===== src/rtl/fp_stream_source.sv =====
// Frame source: streams a SIZE-word buffer out on an AXI-Stream master, then
// waits for a single result beat on the slave port and records latency.
module fp_stream_source #(
  parameter int unsigned SIZE       = 10,
  parameter int unsigned DATA_WIDTH = 32,
  parameter int unsigned ADDR_WIDTH = 4
) (
  input  logic                    s00_axi_aclk,
  input  logic                    s00_axi_aresetn,
  input  logic                    wr_en,
  input  logic [ADDR_WIDTH-1:0]   wr_addr,
  input  logic [DATA_WIDTH-1:0]   wr_data,
  input  logic                    start,
  output logic                    m00_axis_tvalid,
  output logic [DATA_WIDTH-1:0]   m00_axis_tdata,
  output logic [DATA_WIDTH/8-1:0] m00_axis_tstrb,
  output logic                    m00_axis_tlast,
  input  logic                    m00_axis_tready,
  input  logic                    s00_axis_tvalid,
  input  logic [DATA_WIDTH-1:0]   s00_axis_tdata,
  input  logic                    s00_axis_tlast,
  output logic                    s00_axis_tready,
  output logic                    busy,
  output logic                    done,
  output logic [DATA_WIDTH-1:0]   result,
  output logic                    err,
  output logic [31:0]             cycles
);

  localparam int unsigned IDX_W    = (SIZE > 1) ? $clog2(SIZE) : 1;
  localparam int unsigned STRB_W   = DATA_WIDTH / 8;
  localparam int unsigned CYC_W    = 32;
  localparam logic [IDX_W-1:0] LAST_IDX = IDX_W'(SIZE - 1);

  typedef enum logic [1:0] {
    ST_IDLE     = 2'd0,
    ST_SEND     = 2'd1,
    ST_WAIT_RES = 2'd2
  } state_e;

  state_e                state_q, state_d;
  logic [IDX_W-1:0]      idx_q, idx_d;
  logic                  done_q, done_d;
  logic                  err_q, err_d;
  logic [DATA_WIDTH-1:0] result_q, result_d;
  logic [CYC_W-1:0]      cycles_q, cycles_d;

  logic [DATA_WIDTH-1:0] mem_q [SIZE];

  logic             wr_accept;
  logic             beat_fire;
  logic             res_fire;
  logic [CYC_W-1:0] cycles_inc;

  // Buffer only accepts loads while idle and inside the frame.
  assign wr_accept  = wr_en && (state_q == ST_IDLE) && (32'(wr_addr) < SIZE);
  assign beat_fire  = (state_q == ST_SEND) && m00_axis_tready;
  assign res_fire   = (state_q == ST_WAIT_RES) && s00_axis_tvalid;
  assign cycles_inc = (cycles_q == {CYC_W{1'b1}}) ? cycles_q : cycles_q + CYC_W'(1);

  always_ff @(posedge s00_axi_aclk) begin
    if (wr_accept) begin
      mem_q[IDX_W'(wr_addr)] <= wr_data;
    end
  end

  always_comb begin
    state_d  = state_q;
    idx_d    = idx_q;
    done_d   = done_q;
    err_d    = err_q;
    result_d = result_q;
    cycles_d = cycles_q;
    unique case (state_q)
      ST_IDLE: begin
        if (start) begin
          state_d  = ST_SEND;
          idx_d    = '0;
          done_d   = 1'b0;
          err_d    = 1'b0;
          cycles_d = '0;
        end
      end
      ST_SEND: begin
        cycles_d = cycles_inc;
        if (beat_fire) begin
          if (idx_q == LAST_IDX) begin
            state_d = ST_WAIT_RES;
            idx_d   = '0;
          end else begin
            idx_d = idx_q + IDX_W'(1);
          end
        end
      end
      ST_WAIT_RES: begin
        cycles_d = cycles_inc;
        if (res_fire) begin
          result_d = s00_axis_tdata;
          err_d    = !s00_axis_tlast;
          done_d   = 1'b1;
          state_d  = ST_IDLE;
        end
      end
      default: begin
        state_d = ST_IDLE;
        idx_d   = '0;
      end
    endcase
  end

  always_ff @(posedge s00_axi_aclk or negedge s00_axi_aresetn) begin
    if (!s00_axi_aresetn) begin
      state_q  <= ST_IDLE;
      idx_q    <= '0;
      done_q   <= 1'b0;
      err_q    <= 1'b0;
      result_q <= '0;
      cycles_q <= '0;
    end else begin
      state_q  <= state_d;
      idx_q    <= idx_d;
      done_q   <= done_d;
      err_q    <= err_d;
      result_q <= result_d;
      cycles_q <= cycles_d;
    end
  end

  // Stream outputs decode the state register; data is a direct buffer read.
  assign m00_axis_tvalid = (state_q == ST_SEND);
  assign m00_axis_tdata  = mem_q[idx_q];
  assign m00_axis_tstrb  = {STRB_W{1'b1}};
  assign m00_axis_tlast  = (state_q == ST_SEND) && (idx_q == LAST_IDX);
  assign s00_axis_tready = (state_q == ST_WAIT_RES);
  assign busy            = (state_q == ST_SEND) || (state_q == ST_WAIT_RES);

  assign done   = done_q;
  assign err    = err_q;
  assign result = result_q;
  assign cycles = cycles_q;

endmodule


===== config.mk =====
export PLATFORM = sky130hd
export DESIGN_NAME = fp_stream_source
export DESIGN_NICKNAME = d
export VERILOG_FILES = /design/src/rtl/fp_stream_source.sv
export SDC_FILE = /design/constraint.sdc
export NUM_CORES = 1
export LEC_CHECK = 0
export ABC_AREA = 1
export CAP_MARGIN = 20
export CORE_UTILIZATION = 58
export CTS_BUF_LIST = sky130_fd_sc_hd__clkbuf_2 sky130_fd_sc_hd__clkbuf_4 sky130_fd_sc_hd__clkbuf_8
export CTS_CLUSTER_DIAMETER = 50
export DETAILED_ROUTE_END_ITERATION = 10
export GPL_ROUTABILITY_DRIVEN = 1
export PLACE_DENSITY = 0.85
export SLEW_MARGIN = 40
export SYNTH_ARGS = -nofsm -noshare
export SYNTH_HDL_FRONTEND = slang
export SYNTH_SLANG_ARGS = --single-unit

===== constraint.sdc =====
create_clock -name s00_axi_aclk -period 11.35 [get_ports s00_axi_aclk]
set_input_delay 1.7025 -clock s00_axi_aclk [delete_from_list [all_inputs] [get_ports s00_axi_aclk]]
set_output_delay 1.7025 -clock s00_axi_aclk [all_outputs]
set_load 0.02 [all_outputs]

==> results of run 1 <==
-- per-stage QoR --
| stage | setup slack (ps) | utilization | cell area (um^2) | instances |
|---|---|---|---|---|
| finish | 5590 | 0.720 | 19600 | 2061 |
| global route | 5450 | 0.720 | 19600 | 2061 |
| CTS | 5490 | 0.720 | 19600 | 2060 |
| detailed placement | 6160 | 0.677 | 18400 | 1954 |
| global placement | 6250 | 0.673 | 18300 | 1950 |
| floorplan | 5770 | - | 16200 | 1464 |
-- layer usage --
| layer | up-vias | share of wire |
|---|---|---|
| met1 | 5592 | 0.39 |
| met3 | 116 | 0.097 |
| li1 | 5435 | - |
| met2 | 637 | 0.48 |
| met5 | - | 0 |
| met4 | 0 | 0.035 |
-- logic make-up (layout without fill, tap and decap cells) --
| logic type | Yosys count | after routing |
|---|---|---|
| simple gates | 587 | 587 |
| buf+inv | 122 | 346 |
| xor+xnor | 14 | 14 |
| other cells | 1 | 5 |
| flops | 392 | 392 |
| fa+ha+maj | 8 | 8 |
| compound gates | 337 | 337 |
-- power by group through the flow --
stage / Clock (mW) / Combinational (mW) / Sequential [mW]
after global routing: 1.21 / 1.41 / 1.71
final: 1.14 / 1.30 / 1.70
after global placement: 0 / 1.25 / 1.72
after detailed placement: 0 / 1.29 / 1.73
after floorplan: 0 / 0.739 / 1.78
after CTS: 1.15 / 1.30 / 1.70
-- critical path, stage by stage, from the launching register on --
cell and delay (ps):
dfrtp_4 710, inv_6 560, buf_4 650, o21ai_0 180, o21ai_1 220, a21oi_1 90, a21oi_1 280, clkdlybuf4s50_1 660
-- cells in the mapped netlist (all sizes together) --
library cell and count:
nand2 333, edfxtp 320, nor2 224, o21ai 199, a21oi 102, dfrtp 72
clkbuf 52, inv 42, o22ai 33, buf 26, nand3 23, xnor2 9
ha 8, xor2 5, nor4 4, clkinv 2, nand4 2, a21boi 1
a31oi 1, conb 1, nand3b 1, o21bai 1
-- how the worst min path moves through the flow --
stage / from / to / cells after the start
final: result[20] / result[20] / 2
after global routing: result[22] / result[22] / 2
after CTS: result[20] / result[20] / 2
after detailed placement: result[20] / result[20] / 2
after global placement: result[1] / result[1] / 2
after floorplan: state_q[1] / state_q[1] / 2
-- registers in the layout (all words and copies together), names as in the netlist --
register  count
mem_q       320
done          1
idx_q         4
state_q       2
cycles       32
err           1
result       32
-- cell type report --
cell class	instances	area, um^2	share of cell area
flip-flops and latches	392	11400	0.583
clock buffers	81	1010	0.0515
well taps	372	465	0.0238
inverters	44	170	0.00870
multi-input cells	950	4360	0.223
clock inverters	25	168	0.00857
repair buffers	196	1980	0.101
diodes	1	2.50	0.000128
==> results.toml, run 1 <==
[cells_and_area]
syn_to_final_growth_pct = 20.8
fin_nets = 1728
layout_common_cells = "331 x nand2_1, 320 x edfxtp_1, 214 x nor2_1"
nFillCells = 1771
drive_gt1_frac = 0.0841
layout_commonest_cell = "nand2_1"

[setup_path]
r2r_start = "state_q[0]"
cp_data_arrival_time_ps = 4060
endpoint_kind = "primary output"
reg2reg_depth = 8
worstPathRequired_ps = 9650
crit_path_end = "m00_axis_tdata[14]"
crit_fanout = 90
startpoint_type = "flip-flop"
r2r-end = "mem_q[0][31]"
crit_type = "flip-flop to primary output"
reg2reg_setup_slack_ps = 8820
crit_start = "idx_q[0]"

[timing]
timing.final.hold_violations = 0
setup_viol = 0
maxSlewViolCount = 0
fin_skew_ps = 19.6
relSlewSlack = 0.423
hold_ws_ps = 477
rsz0062_at_grt = "false"
fmax_mhz = 174
worstMarginPinSlew_ps = 865
fin_tns_setup_ps = 0
finalCritPeriodShare = 0.507
fin_crit_ps = 5760

[status]
status = "finished clean"

[grt]
global_route.usage.met1 = 0.334
top_usage_layer = "met2"
grt_max_degree = 114
met3_usage = 0.0525
grt_pass1_vias = 11377
overflow = 0
grt_pass1_wl_um = 58100
grt_use_total = 0.262
use_met2 = 0.433
grt_antenna_before_repair = 1

[cts]
htree_levels = 2
ctsResizeCount = 0
cts_setup_buffers = 0
clk_latency_ps = 630
holdBufCountCts = 0
cts-root-buf = "clkbuf_8"
clockBufferDepth = 3
clock_sinks = 392
clkSlewWorstSetupHoldPaths_ps = 60
cts_tree = "yes"
cts_buffers = 61

[power]
sequentialPowerShare = 0.411
intPower_mw = 2.72
p_leak_nw = 7.01
power_density_mw_per_mm2 = 211
combPwrFrac = 0.314
power.share.clock = 0.276
p_sw_frac = 0.342
p_total_mw = 4.13
vdd_ir_drop_max_v = 0.000162
power_switching_mw = 1.41

[route]
via_per_inst = 5.72
route.detailed.drc = 0
wl_per_cell_um = 18.2
drtIter0Drc = 1155
vias = 11780
drtAntennaViolNets = 0
finalWirelength_um = 37500
firstDrtPassIters = 5

[floorplanning]
io_pins = 181
die_h_um = 169
core_area_mm2 = 0.0272
dieArea_mm2 = 0.0286
die_w_um = 169
start_util = 0.596
num_rows = 60

[place]
port_buffers = 176
gp_congestion = 0.951
dp_hpwl_um = 21400

[min_path]
worstHoldPathType = "flip-flop to flip-flop"

[logic_synthesis]
yosysTopAreaCell = "edfxtp_1"
ys_seq_elements = 392
yosys.area_share.simple = 0.143
avgSynthCellArea_um2 = 11.1
ys_warn_count = 0
synth_cell_types = 33
yosysSeqAreaShare = 0.704
netlist.area_leader.share = 0.593
synth_top_family_by_area = "simple AND/OR/NAND/NOR gates"
synth_compound_area_frac = 0.107
netlist_area_mm2 = 0.0162
synthTopCellsByArea = "edfxtp_1 59%, dfrtp_1 11%, nand2_1 7.7%"
synth_cells = 1461
synth-xor-area-share = 0.00757
synth_adder_area_share = 0.00618
muxShareOfSynthArea = 0

[flow_run]
cap_violations = 0
Power figures use the tool's default switching activity.
==> run 2: changes to the inputs <==
CORE_UTILIZATION = 53   (was 58)
PLACE_DENSITY = 0.82   (was 0.85)
clock period = 4.8 ns   (was 11.35 ns; I/O delays follow)
==> run 2 against run 1 <==
Compared with the run above: hold slack got worse by 320 ps; combinational power rose by 140%; global-route usage fell by 2.0 points; clock skew rose by 6.8 ps; sequential cell count did not move; register-to-register slack got worse by 6700 ps; critical path type unchanged.
==> results.toml, run 2 (synthesized netlist as in run 1, its figures left out) <==
[floorplanning]
core_area_mm2 = 0.0299
io_pins = 181
die_w_um = 177
dieArea_mm2 = 0.0313
num_rows = 63
start_util = 0.542
die_h_um = 177

[setup_path]
r2r-end = "mem_q[4][10]"
cp_data_arrival_time_ps = 3800
startpoint_type = "flip-flop"
slowest_stage = "clkdlybuf4s50_1"
reg2reg_depth = 7
crit_type = "flip-flop to primary output"
endpoint_kind = "primary output"
crit_family = "buffers and inverters"
worstPathRequired_ps = 4080
crit_fanout = 52
r2r_start = "state_q[1]"
max_stage_delay_ps = 690
critPathBufInv = 4
reg2reg_setup_slack_ps = 2080
path_common_cell = "a21oi_1"
path_cells = "buf_4 > clkinv_2 > buf_12 > nor2_1 > o21ai_0 > o21ai_1 > a21oi_1 > a21oi_1 > clkdlybuf4s50_1"

[cts]
htree_levels = 2
clockBufferDepth = 3
cts_setup_buffers = 0
clk_latency_ps = 620
cts_buffers = 61
cts_tree = "yes"
clock_sinks = 392
holdBufCountCts = 0
cts-root-buf = "clkbuf_8"
clkSlewWorstSetupHoldPaths_ps = 60
ctsResizeCount = 0

[timing]
setup_viol = 0
fin_crit_ps = 4520
timing.final.hold_violations = 0
finalCritPeriodShare = 0.943
worstMarginPinSlew_ps = 828
relSlewSlack = 0.448
rsz0062_at_grt = "false"
fin_skew_ps = 26.3
fmax_mhz = 221
fin_tns_setup_ps = 0
maxSlewViolCount = 0

[route]
via_per_inst = 5.58
finalWirelength_um = 37900
vias = 11668
drtIter0Drc = 1077
route.detailed.drc = 0
firstDrtPassIters = 5
wl_per_cell_um = 18.2
drtAntennaViolNets = 0

[cells_and_area]
largest_register_ffs = 320
stdcell_area_mm2 = 0.0198
layout_common_cells = "331 x nand2_1, 320 x edfxtp_1, 214 x nor2_1"
nFillCells = 2135
num_antenna_cells = 0
top_register = "mem_q"
layout_commonest_cell = "nand2_1"
utilization = 0.661
drive_gt1_frac = 0.0906
fin_nets = 1734
syn_to_final_growth_pct = 21.9

[place]
gp_congestion = 0.859
port_buffers = 176
placed_area_mm2 = 0.0185
dp_hpwl_um = 22500

[power]
p_total_mw = 9.90
power_density_mw_per_mm2 = 501
vdd_ir_drop_max_v = 0.000376
p_leak_nw = 7.10

[grt]
overflow = 0
grt_pass1_vias = 11334
grt_use_total = 0.243
grt_pass1_wl_um = 59000
grt_max_degree = 166
grt_antenna_before_repair = 1

[status]
status = "finished clean"

[min_path]
worstHoldPathType = "primary input to asynchronous set/reset pin"

[flow_run]
cap_violations = 0
## run 2: final cells by class
class | instances | area [um^2] | area share
Inverter | 44 | 171 | 0.00867
Clock inverter | 25 | 161 | 0.00817
Multi-Input combinational cell | 950 | 4360 | 0.220
Timing Repair Buffer | 202 | 2080 | 0.105
Clock buffer | 87 | 1080 | 0.0549
Sequential cell | 392 | 11400 | 0.578
Tap cell | 390 | 488 | 0.0247
## run 2: report_power, final
| part | switching, mW | internal, mW | total [mW] |
|---|---|---|---|
| logic | 1.98 | 1.15 | 3.13 |
| clock network | 1.28 | 1.51 | 2.79 |
| registers | 0.101 | 3.87 | 3.98 |
## run 2: how the worst max path moves through the flow
stage / end / cells past startpoint / startpoint
final: m00_axis_tdata[14] / 9 / idx_q[1]
after CTS: m00_axis_tdata[14] / 8 / idx_q[1]
after floorplan: mem_q[2][0] / 3 / wr_addr[1]
after global placement: m00_axis_tdata[14] / 8 / idx_q[1]
after detailed placement: m00_axis_tdata[14] / 8 / idx_q[1]
after global routing: m00_axis_tdata[14] / 9 / idx_q[1]
## run 2: metrics by stage
stage / instances / setup slack [ps] / hold slack, ps
3_5_place_dp: 1977 / 1120 / 465
5_1_grt: 2090 / 102 / 176
4_1_cts: 2089 / 476 / 151
2_1_floorplan: 1464 / 206 / 424
6_report: 2090 / 276 / 156
3_3_place_gp: 1969 / 1130 / 462
## run 2: per-layer routing
metal  up-vias  share of wire  track usage
li1       5454              -            -
met1      5516           0.40        0.311
met2       599           0.48        0.402
met3        97          0.087       0.0518
met4         2          0.031        0.102
met5         -        0.00037            0
